<file path="src/rtl/weight_ram_loader_pkg.sv">
// Shared CNN datapath constants and the weight loader state encoding.
package weight_ram_loader_pkg;

  localparam int CNN_DATA_WIDTH              = 16;
  localparam int CNN_KERNEL_SIZE_MAX         = 3;
  localparam int CNN_PARA_KERNEL             = 4;
  localparam int CNN_WEIGHT_WRITE_ADDR_WIDTH = 4;
  localparam int CNN_WEIGHT_RAM_DEPTH        = 128;

  typedef enum logic [1:0] {
    S_IDLE  = 2'd0,
    S_WRITE = 2'd1,
    S_ACK   = 2'd2
  } state_t;

  // Width of a counter that walks 0 .. kk-1; never narrower than one bit.
  function automatic int kcnt_width(input int kk);
    return (kk > 1) ? $clog2(kk) : 1;
  endfunction

endpackage

</file>
<file path="src/rtl/weight_bank_addr_gen.sv">
// Per-bank word address (slot*KK + k) and slot range check.
// The multiply-add runs one bit wider than the largest possible result so the
// range check sees the true end of the slot rather than a wrapped value.
module weight_bank_addr_gen #(
  parameter int WEIGHT_WRITE_ADDR_WIDTH = 4,
  parameter int KK                      = 9,
  parameter int KW                      = 4,
  parameter int WEIGHT_RAM_DEPTH        = 128,
  parameter int WEIGHT_RAM_ADDR_WIDTH   = 7
) (
  input  logic [WEIGHT_WRITE_ADDR_WIDTH-1:0] slot,
  input  logic [KW-1:0]                      k,
  output logic [WEIGHT_RAM_ADDR_WIDTH-1:0]   addr,
  output logic                               in_range
);

  localparam int SW = WEIGHT_WRITE_ADDR_WIDTH + $clog2(KK) + 1;

  logic [SW-1:0] base;
  logic [SW-1:0] span_end;

  assign base     = SW'(slot) * SW'(KK);
  assign span_end = base + SW'(KK);
  assign in_range = (int'(span_end) <= WEIGHT_RAM_DEPTH);
  assign addr     = WEIGHT_RAM_ADDR_WIDTH'(base + SW'(k));

endmodule

</file>
<file path="src/rtl/weight_ram_loader.sv">
// Captures one weight bundle on a done/ready handshake and serialises it into
// PARA_KERNEL weight-RAM banks, one word per bank per cycle.
// State | meaning
// IDLE  | waiting for weight_data_done; bundle is captured on the accepting edge
// WRITE | word k of every in-range bank is written, k = 0 .. KK-1
// ACK   | init_weight_ram_ready held until weight_data_done is seen low
module weight_ram_loader
  import weight_ram_loader_pkg::*;
#(
  parameter int DATA_WIDTH              = CNN_DATA_WIDTH,
  parameter int KERNEL_SIZE_MAX         = CNN_KERNEL_SIZE_MAX,
  parameter int PARA_KERNEL             = CNN_PARA_KERNEL,
  parameter int WEIGHT_WRITE_ADDR_WIDTH = CNN_WEIGHT_WRITE_ADDR_WIDTH,
  parameter int WEIGHT_RAM_DEPTH        = CNN_WEIGHT_RAM_DEPTH,
  parameter int WEIGHT_RAM_ADDR_WIDTH   = $clog2(WEIGHT_RAM_DEPTH)
) (
  input  logic                                                          clk,
  input  logic                                                          rst,
  input  logic [KERNEL_SIZE_MAX*KERNEL_SIZE_MAX*PARA_KERNEL*DATA_WIDTH-1:0] weight_data,
  input  logic [WEIGHT_WRITE_ADDR_WIDTH*PARA_KERNEL-1:0]                write_weight_data_addr,
  input  logic                                                          weight_data_done,
  output logic                                                          init_weight_ram_ready,
  output logic [PARA_KERNEL-1:0]                                        weight_ram_we,
  output logic [WEIGHT_RAM_ADDR_WIDTH*PARA_KERNEL-1:0]                  weight_ram_addr,
  output logic [DATA_WIDTH*PARA_KERNEL-1:0]                             weight_ram_wdata,
  output logic                                                          busy,
  output logic                                                          addr_err
);

  localparam int KK = KERNEL_SIZE_MAX * KERNEL_SIZE_MAX;
  localparam int KW = kcnt_width(KK);

  state_t state, state_nxt;
  logic [KW-1:0] k;
  logic          last_k;
  logic          in_write;
  logic [KK*PARA_KERNEL*DATA_WIDTH-1:0]          data_q;
  logic [WEIGHT_WRITE_ADDR_WIDTH*PARA_KERNEL-1:0] slot_q;
  logic [WEIGHT_RAM_ADDR_WIDTH-1:0]              bank_addr [PARA_KERNEL];
  logic [PARA_KERNEL-1:0]                        bank_ok;

  assign last_k   = (k == KW'(KK - 1));
  assign in_write = (state == S_WRITE);

  // State register; reset abandons any partial load at once.
  always_ff @(posedge clk or posedge rst) begin
    if (rst) state <= S_IDLE;
    else     state <= state_nxt;
  end

  // Next state plus the handshake/status outputs decoded from state.
  always_comb begin
    state_nxt             = state;
    init_weight_ram_ready = 1'b0;
    busy                  = 1'b1;
    case (state)
      S_IDLE: begin
        busy = 1'b0;
        if (weight_data_done) state_nxt = S_WRITE;
      end
      S_WRITE: begin
        if (last_k) state_nxt = S_ACK;
      end
      S_ACK: begin
        init_weight_ram_ready = 1'b1;
        if (!weight_data_done) state_nxt = S_IDLE;
      end
      default: state_nxt = S_IDLE;
    endcase
  end

  // Bundle capture (IDLE only) and the word counter.
  always_ff @(posedge clk or posedge rst) begin
    if (rst) begin
      data_q <= '0;
      slot_q <= '0;
      k      <= '0;
    end else if (state == S_IDLE && weight_data_done) begin
      data_q <= weight_data;
      slot_q <= write_weight_data_addr;
      k      <= '0;
    end else if (in_write) begin
      k <= k + 1'b1;
    end
  end

  // Sticky flag for any bank whose slot runs past the end of the RAM.
  always_ff @(posedge clk or posedge rst) begin
    if (rst)                    addr_err <= 1'b0;
    else if (in_write && !(&bank_ok)) addr_err <= 1'b1;
  end

  for (genvar p = 0; p < PARA_KERNEL; p++) begin : g_bank
    weight_bank_addr_gen #(
      .WEIGHT_WRITE_ADDR_WIDTH(WEIGHT_WRITE_ADDR_WIDTH),
      .KK                     (KK),
      .KW                     (KW),
      .WEIGHT_RAM_DEPTH       (WEIGHT_RAM_DEPTH),
      .WEIGHT_RAM_ADDR_WIDTH  (WEIGHT_RAM_ADDR_WIDTH)
    ) u_addr_gen (
      .slot    (slot_q[p*WEIGHT_WRITE_ADDR_WIDTH +: WEIGHT_WRITE_ADDR_WIDTH]),
      .k       (k),
      .addr    (bank_addr[p]),
      .in_range(bank_ok[p])
    );

    assign weight_ram_we[p] = in_write && bank_ok[p];
    assign weight_ram_addr[p*WEIGHT_RAM_ADDR_WIDTH +: WEIGHT_RAM_ADDR_WIDTH] =
      in_write ? bank_addr[p] : '0;
    assign weight_ram_wdata[p*DATA_WIDTH +: DATA_WIDTH] =
      in_write ? data_q[(p*KK + int'(k))*DATA_WIDTH +: DATA_WIDTH] : '0;
  end

endmodule

</file>
<file path="config.mk">
export PLATFORM = sky130hd
export DESIGN_NAME = weight_ram_loader
export DESIGN_NICKNAME = d
export VERILOG_FILES = /design/src/rtl/weight_ram_loader_pkg.sv /design/src/rtl/weight_bank_addr_gen.sv /design/src/rtl/weight_ram_loader.sv
export SDC_FILE = /design/constraint.sdc
export NUM_CORES = 2
export LEC_CHECK = 0
export ABC_CLOCK_PERIOD_IN_PS = 30700
export BUFFER_PORTS_ARGS = -buffer_cell sky130_fd_sc_hd__buf_2
export CORE_UTILIZATION = 40
export DETAILED_ROUTE_END_ITERATION = 7
export HOLD_SLACK_MARGIN = 0.05
export PLACE_DENSITY = 0.71
export SLEW_MARGIN = 10
export SYNTH_ARGS = -nofsm -noshare
export SYNTH_HDL_FRONTEND = slang
export SYNTH_SLANG_ARGS = --single-unit
</file>
<file path="constraint.sdc">
create_clock -name clk -period 30.7 [get_ports clk]
set_input_delay 4.605 -clock clk [delete_from_list [all_inputs] [get_ports clk]]
set_output_delay 4.605 -clock clk [all_outputs]
set_load 0.05 [all_outputs]
</file>
* After elaboration in Yosys (flattened, before gate mapping)
Index checks and enable logic that the tools add are counted.
** Word-level totals
- Bits in registers :: 599
- Logic and storage cells :: 62
- Output and inout bits :: 99
- Bits of input ports :: 595
** Operators by class
- Reduce and logical (&&, ||, !) cells :: 11
- Multiply operators :: 4
- Eq/ne operators :: 6
- Shifts and indexed selects :: 4
- Add/sub/neg operators :: 12
- Magnitude comparators :: 4
- Multiplexer cells :: 16
** Operators by type and width (number)
- 576-bit by 11-bit indexed part select with 16-bit output :: 2
- 576-bit by 10-bit indexed part select with 16-bit output :: 1
- 576-bit by 9-bit indexed part select with 16-bit output :: 1
- 16-bit two-way mux :: 4
- 8-bit by 4-bit adder with 9-bit output (second input constant) :: 4
- 9-bit by 8-bit <= comparator with 1-bit output (second input constant) :: 4
- 4-bit by 4-bit multiplier with 8-bit output (second input constant) :: 4
- 7-bit by 4-bit adder with 7-bit output :: 4
- 7-bit two-way mux :: 4
- 5-bit by 4-bit adder with 6-bit output (first input constant) :: 2
- 4-bit two-way mux :: 2
- 1-bit logical AND :: 6
- 2-bit two-way mux :: 3
- 2-bit inequality test (second input constant) :: 3
- 2-bit one-hot mux with 3 select lines :: 1
- 4-bit by 4-bit adder with 5-bit output (first input constant) :: 1
- 4-bit by 1-bit adder with 4-bit output (second input constant) :: 1
- 4-bit == test (second input constant) :: 1
- 4-bit AND reduction :: 1
- 3-bit AND reduction :: 1
- 2-bit by 1-bit == test with 1-bit output (second input constant) :: 1
- 2-bit == test (second input constant) :: 1
- 2-bit logical NOT :: 1
- 1-bit two-way mux :: 2
- other kinds (2) :: 2

* Depth between registers and ports, before layout
- Depth in word-level cells :: 6
- Depth in mapped cells :: 8
- Depth with buffers taken out :: 7

* By module
From an unflattened synthesis, not the netlist that was laid out.
** Unflattened totals
- Cells, all modules :: 2084
- Area, all modules :: 32463.6 um^2
** By module, submodules not included
- weight_ram_loader :: sequential area each 14989.4 um^2, times used 1, cells each 1956, area an instance 31432.6 um^2
- weight_bank_addr_gen :: sequential area each 0.0 um^2, times used 4, cells each 32, area an instance 257.7 um^2

* Least setup slack after synthesis
Ideal clock, no wire load.
- Path type :: register to output
- Start :: register k[0]
- End :: output weight_ram_addr[27]
- Setup slack :: 23403 ps
- Cell stages (with the launch flop) :: 7
- Path buffers :: 0
- Arrival :: 2692 ps
- Cell sequence :: dfrtp_1 ha_1 fa_1 a21o_1 a21oi_1 nor3_1 nor3_1
** On the way
- Longest elaborated chain between the ends :: 2
** RTL lines
- start: declaration :: RTL line weight_ram_loader.sv:34 : logic [KW-1:0] k;
- start signal: assignment :: RTL line weight_ram_loader.sv:83 : k <= k + 1'b1;
- 7-bit by 4-bit adder with 7-bit output :: RTL line weight_bank_addr_gen.sv:25 : assign addr = WEIGHT_RAM_ADDR_WIDTH'(base + SW'(k));
- 7-bit two-way mux :: RTL line weight_ram_loader.sv:109 : in_write ? bank_addr[p] : '0;
- end: declaration :: RTL line weight_ram_loader.sv:24 : output logic [WEIGHT_RAM_ADDR_WIDTH*PARA_KERNEL-1:0] weight_ram_addr,
Every way passes these cells.

* Worst setup path in the final report
- Start :: register k[0]
- End :: output weight_ram_wdata[18]
** On the way
- Longest elaborated chain between the ends :: 3
** RTL lines
- 4-bit by 4-bit adder with 5-bit output :: RTL line weight_ram_loader.sv:111 : in_write ? data_q[(p*KK + int'(k))*DATA_WIDTH +: DATA_WIDTH] : '0;
- 576-bit by 10-bit indexed part select with 16-bit output :: RTL line weight_ram_loader.sv:111
- 16-bit two-way mux :: RTL line weight_ram_loader.sv:111
- end: declaration :: RTL line weight_ram_loader.sv:25 : output logic [DATA_WIDTH*PARA_KERNEL-1:0] weight_ram_wdata,
Every way passes these cells.

==> out/metrics.json <==
{
  "worst_setup_path": {
    "arrival_time_reported_for_the_critical_path_endpoint_ns": 5.52,
    "critPathMaxFanout": 60,
    "critical_path_capture_point_type": "primary output",
    "start_kind": "register",
    "cp_data_required_time_ns": 26.10,
    "setup.worst_path.class": "register to primary output"
  },
  "synthesis": {
    "postSynth.asyncResetShare": 1.00,
    "synth_commonest_cells": "1784 x sky130_fd_sc_hd__nand2_1, 599 x sky130_fd_sc_hd__dfrtp_1, 176 x sky130_fd_sc_hd__mux4_2",
    "yosys_warnings": 0,
    "syn-instance-count": 3273,
    "synth_largest_area_cell": "sky130_fd_sc_hd__dfrtp_1",
    "post-synth-top-count-cell": "sky130_fd_sc_hd__nand2_1",
    "ys_ff_latch": 599,
    "synth_top_area_share": 0.488,
    "post_synth_cell_types": 40,
    "synth_fp_nets": 3902,
    "synth_area_per_cell_um2": 9.38,
    "netlist_area_before_placement_mm2": 0.0307,
    "synth-edff-count": 0,
    "synth_seq_area_share": 0.488,
    "synth-main-ff-cell": "sky130_fd_sc_hd__dfrtp_1",
    "ys_top_cells_by_area": "sky130_fd_sc_hd__dfrtp_1 49%, sky130_fd_sc_hd__nand2_1 22%, sky130_fd_sc_hd__mux4_2 13%"
  },
  "die": {
    "floorplan.initialDensity": 0.404,
    "core.rowCount": 101,
    "boundaryPins": 694,
    "coreArea_mm2": 0.0759,
    "die_width_um": 279,
    "floorplan.die_area_mm2": 0.0778,
    "floorplan.die.height_um": 279
  },
  "final_layout": {
    "area_growth_syn_to_layout_pct": 20.7,
    "post-route-util": 0.488,
    "share_of_post_route_cells_with_drive_strength_above_1": 0.261,
    "layout.nets": 4463,
    "final-instance-count-excl-fill": 4934
  },
  "routing": {
    "vias": 26500,
    "dr.first_iter.drc_count": 2830,
    "totalWireLength_mm": 114,
    "ant_nets": 0,
    "routedWlPerCell_um": 23.1,
    "vias_per_cell": 5.38,
    "detailedRoute.firstPassIterationCount": 5,
    "drt_drc_violations_left": 0
  },
  "sta": {
    "final.setup.tns_ns": 0,
    "fmax_ghz": 0.0987,
    "hold_viol": 0,
    "fin_worst_skew_ns": 0.0165,
    "unrepaired_setup_endpoints_after_global_routing": "no",
    "timing.slew.headroom": 0.247,
    "finalSetupViolations": 0,
    "period_minus_slack_ns": 10.13,
    "worst_slew_pin_slew_ns": 1.13,
    "layout_worst_path_cycle_share": 0.330,
    "slew_violations": 0
  },
  "clock_tree": {
    "clk_pin_slew_ns": 0.06,
    "max-clock-path-buffers": 3,
    "root_buffer_cell": "sky130_fd_sc_hd__clkbuf_16",
    "cts.repair_timing.setup_buffer_count": 0,
    "post_cts.resized_instances": 0,
    "tritoncts_clock_tree": "built",
    "tritoncts.num_buffers": 69,
    "clock_insertion_delay_worst_skew_ns": 0.60,
    "clock_tree.htree_level_count": 3,
    "cts_num_sinks": 599,
    "ctsHoldBuffers": 0
  },
  "power": {
    "irDropWorstVdd_uv": 118,
    "p_per_area_mw_per_mm2": 132,
    "total_leakage_power_nw": 19.5,
    "fin_total_pwr_mw": 4.90
  },
  "global_routing": {
    "grt_start_max_net_pins": 210,
    "global_route.usage.total": 0.291,
    "globalRoute.totalOverflow": 0,
    "antenna_found_initial": 25,
    "first_global_vias": 26000,
    "wire_length_of_the_first_global_routing_pass_mm": 167
  },
  "min_path": {
    "min-delay-path-class": "register to register"
  },
  "place": {
    "gp_congestion": 0.983,
    "dp_cells": 4793,
    "port_buffers": 693,
    "dp.final_hpwl_mm": 84.5
  },
  "job": {
    "timing.max_cap.violations": 0
  },
  "run_status": {
    "status": "complete, no violations"
  }
}
[kinds of logic after synthesis]
family          synth area share
simple gates               0.239
flops                      0.488
mux                        0.166
buf+inv                   0.0328
compound gates            0.0549
fa+ha+maj                 0.0148
xor+xnor                 0.00457
[area by class of cell]
type	count	area (um2)
diodes	21	52.6
clock buffers	96	1970
clock inverters	24	265
fillers	7155	38900
inverters	3	18.8
multi-input cells	2440	14700
flip-flops and latches	599	15000
well taps	1030	1290
repair buffers	721	3740
[flip-flops by register name, summed over array words and instances, names as in the netlist]
register and count:
k 4, addr_err 1, data_q 576, slot_q 16
state 2
[layer usage]
| metal | track usage | vias to the layer above | wire length [um] |
|---|---|---|---|
| li1 | - | 12000 | - |
| met1 | 0.380 | 13000 | 45000 |
| met2 | 0.459 | 1192 | 53100 |
| met3 | 0.0643 | 250 | 9850 |
| met4 | 0.143 | 12 | 5980 |
| met5 | 0 | - | 69 |
[critical path, cell delays in order, from the launching register on]
cell	delay (ns)
sky130_fd_sc_hd__dfrtp_4	0.75
sky130_fd_sc_hd__buf_4	0.81
sky130_fd_sc_hd__buf_4	0.84
sky130_fd_sc_hd__buf_4	0.93
sky130_fd_sc_hd__mux4_2	0.62
sky130_fd_sc_hd__a22o_1	0.19
sky130_fd_sc_hd__a221o_1	0.36
sky130_fd_sc_hd__buf_2	0.24
[final timing paths]
check                             from                   end  slack (ns)  cells past startpoint
setup / recovery                  k[0]  weight_ram_wdata[18]       20.57                      7
hold / removal             data_q[555]           data_q[555]        0.47                      2
setup reg to reg              state[1]           data_q[279]       26.27                      6
max in group asynchronous          rst           data_q[183]       23.26                      5
hold reg to reg            data_q[555]           data_q[555]        0.47                      2
min in group asynchronous          rst           data_q[521]        4.21                      2
[stage by stage]
stage / cell area (um2) / hold WS [ns] / setup WS (ns)
floorplan: 30700 / 0.440 / 9.33
global placement: 34800 / 0.453 / 21.13
detailed placement: 34800 / 0.457 / 21.07
CTS: 37000 / 0.471 / 20.38
global route: 37000 / 0.484 / 20.14
finish: 37100 / 0.469 / 20.57
[layout by cell type (no fill, tap or decap), types with 4 or more instances in the layout]
master / synthesis / routed
sky130_fd_sc_hd__clkbuf_1: 168 / 15
sky130_fd_sc_hd__ha_1: 30 / 30
sky130_fd_sc_hd__buf_4: 6 / 23
sky130_fd_sc_hd__mux2i_1: 112 / 112
sky130_fd_sc_hd__diode_2: 0 / 21
sky130_fd_sc_hd__buf_12: 0 / 5
sky130_fd_sc_hd__clkinv_2: 0 / 11
sky130_fd_sc_hd__a211oi_1: 4 / 4
sky130_fd_sc_hd__a22o_1: 48 / 48
sky130_fd_sc_hd__o2bb2ai_1: 16 / 16
sky130_fd_sc_hd__nor3_1: 8 / 8
sky130_fd_sc_hd__dfrtp_1: 599 / 596
sky130_fd_sc_hd__and2_1: 9 / 8
sky130_fd_sc_hd__xor2_1: 8 / 8
sky130_fd_sc_hd__or3_1: 4 / 4
sky130_fd_sc_hd__o21a_1: 4 / 4
sky130_fd_sc_hd__xnor2_1: 8 / 8
sky130_fd_sc_hd__and3_1: 49 / 49
sky130_fd_sc_hd__a22oi_1: 48 / 48
sky130_fd_sc_hd__o21ai_0: 16 / 16
sky130_fd_sc_hd__a21o_1: 8 / 8
sky130_fd_sc_hd__a221o_1: 48 / 48
sky130_fd_sc_hd__fa_1: 4 / 4
sky130_fd_sc_hd__nand3_1: 12 / 12
sky130_fd_sc_hd__clkbuf_16: 0 / 71
sky130_fd_sc_hd__mux4_2: 176 / 176
sky130_fd_sc_hd__a21oi_1: 12 / 12
sky130_fd_sc_hd__bufinv_16: 0 / 4
sky130_fd_sc_hd__clkbuf_8: 0 / 10
sky130_fd_sc_hd__nand2_1: 1784 / 1784
sky130_fd_sc_hd__nor2_1: 17 / 16
sky130_fd_sc_hd__buf_2: 37 / 693
[power breakdown]
part | leakage, nW | internal, mW | switching, mW
registers | 7.43 | 1.16 | 0.384
clock network | 1.10 | 0.484 | 0.341
logic | 10.9 | 0.927 | 1.60
total | 19.5 | 2.57 | 2.33
No activity file was read; power rests on OpenSTA's default activity.
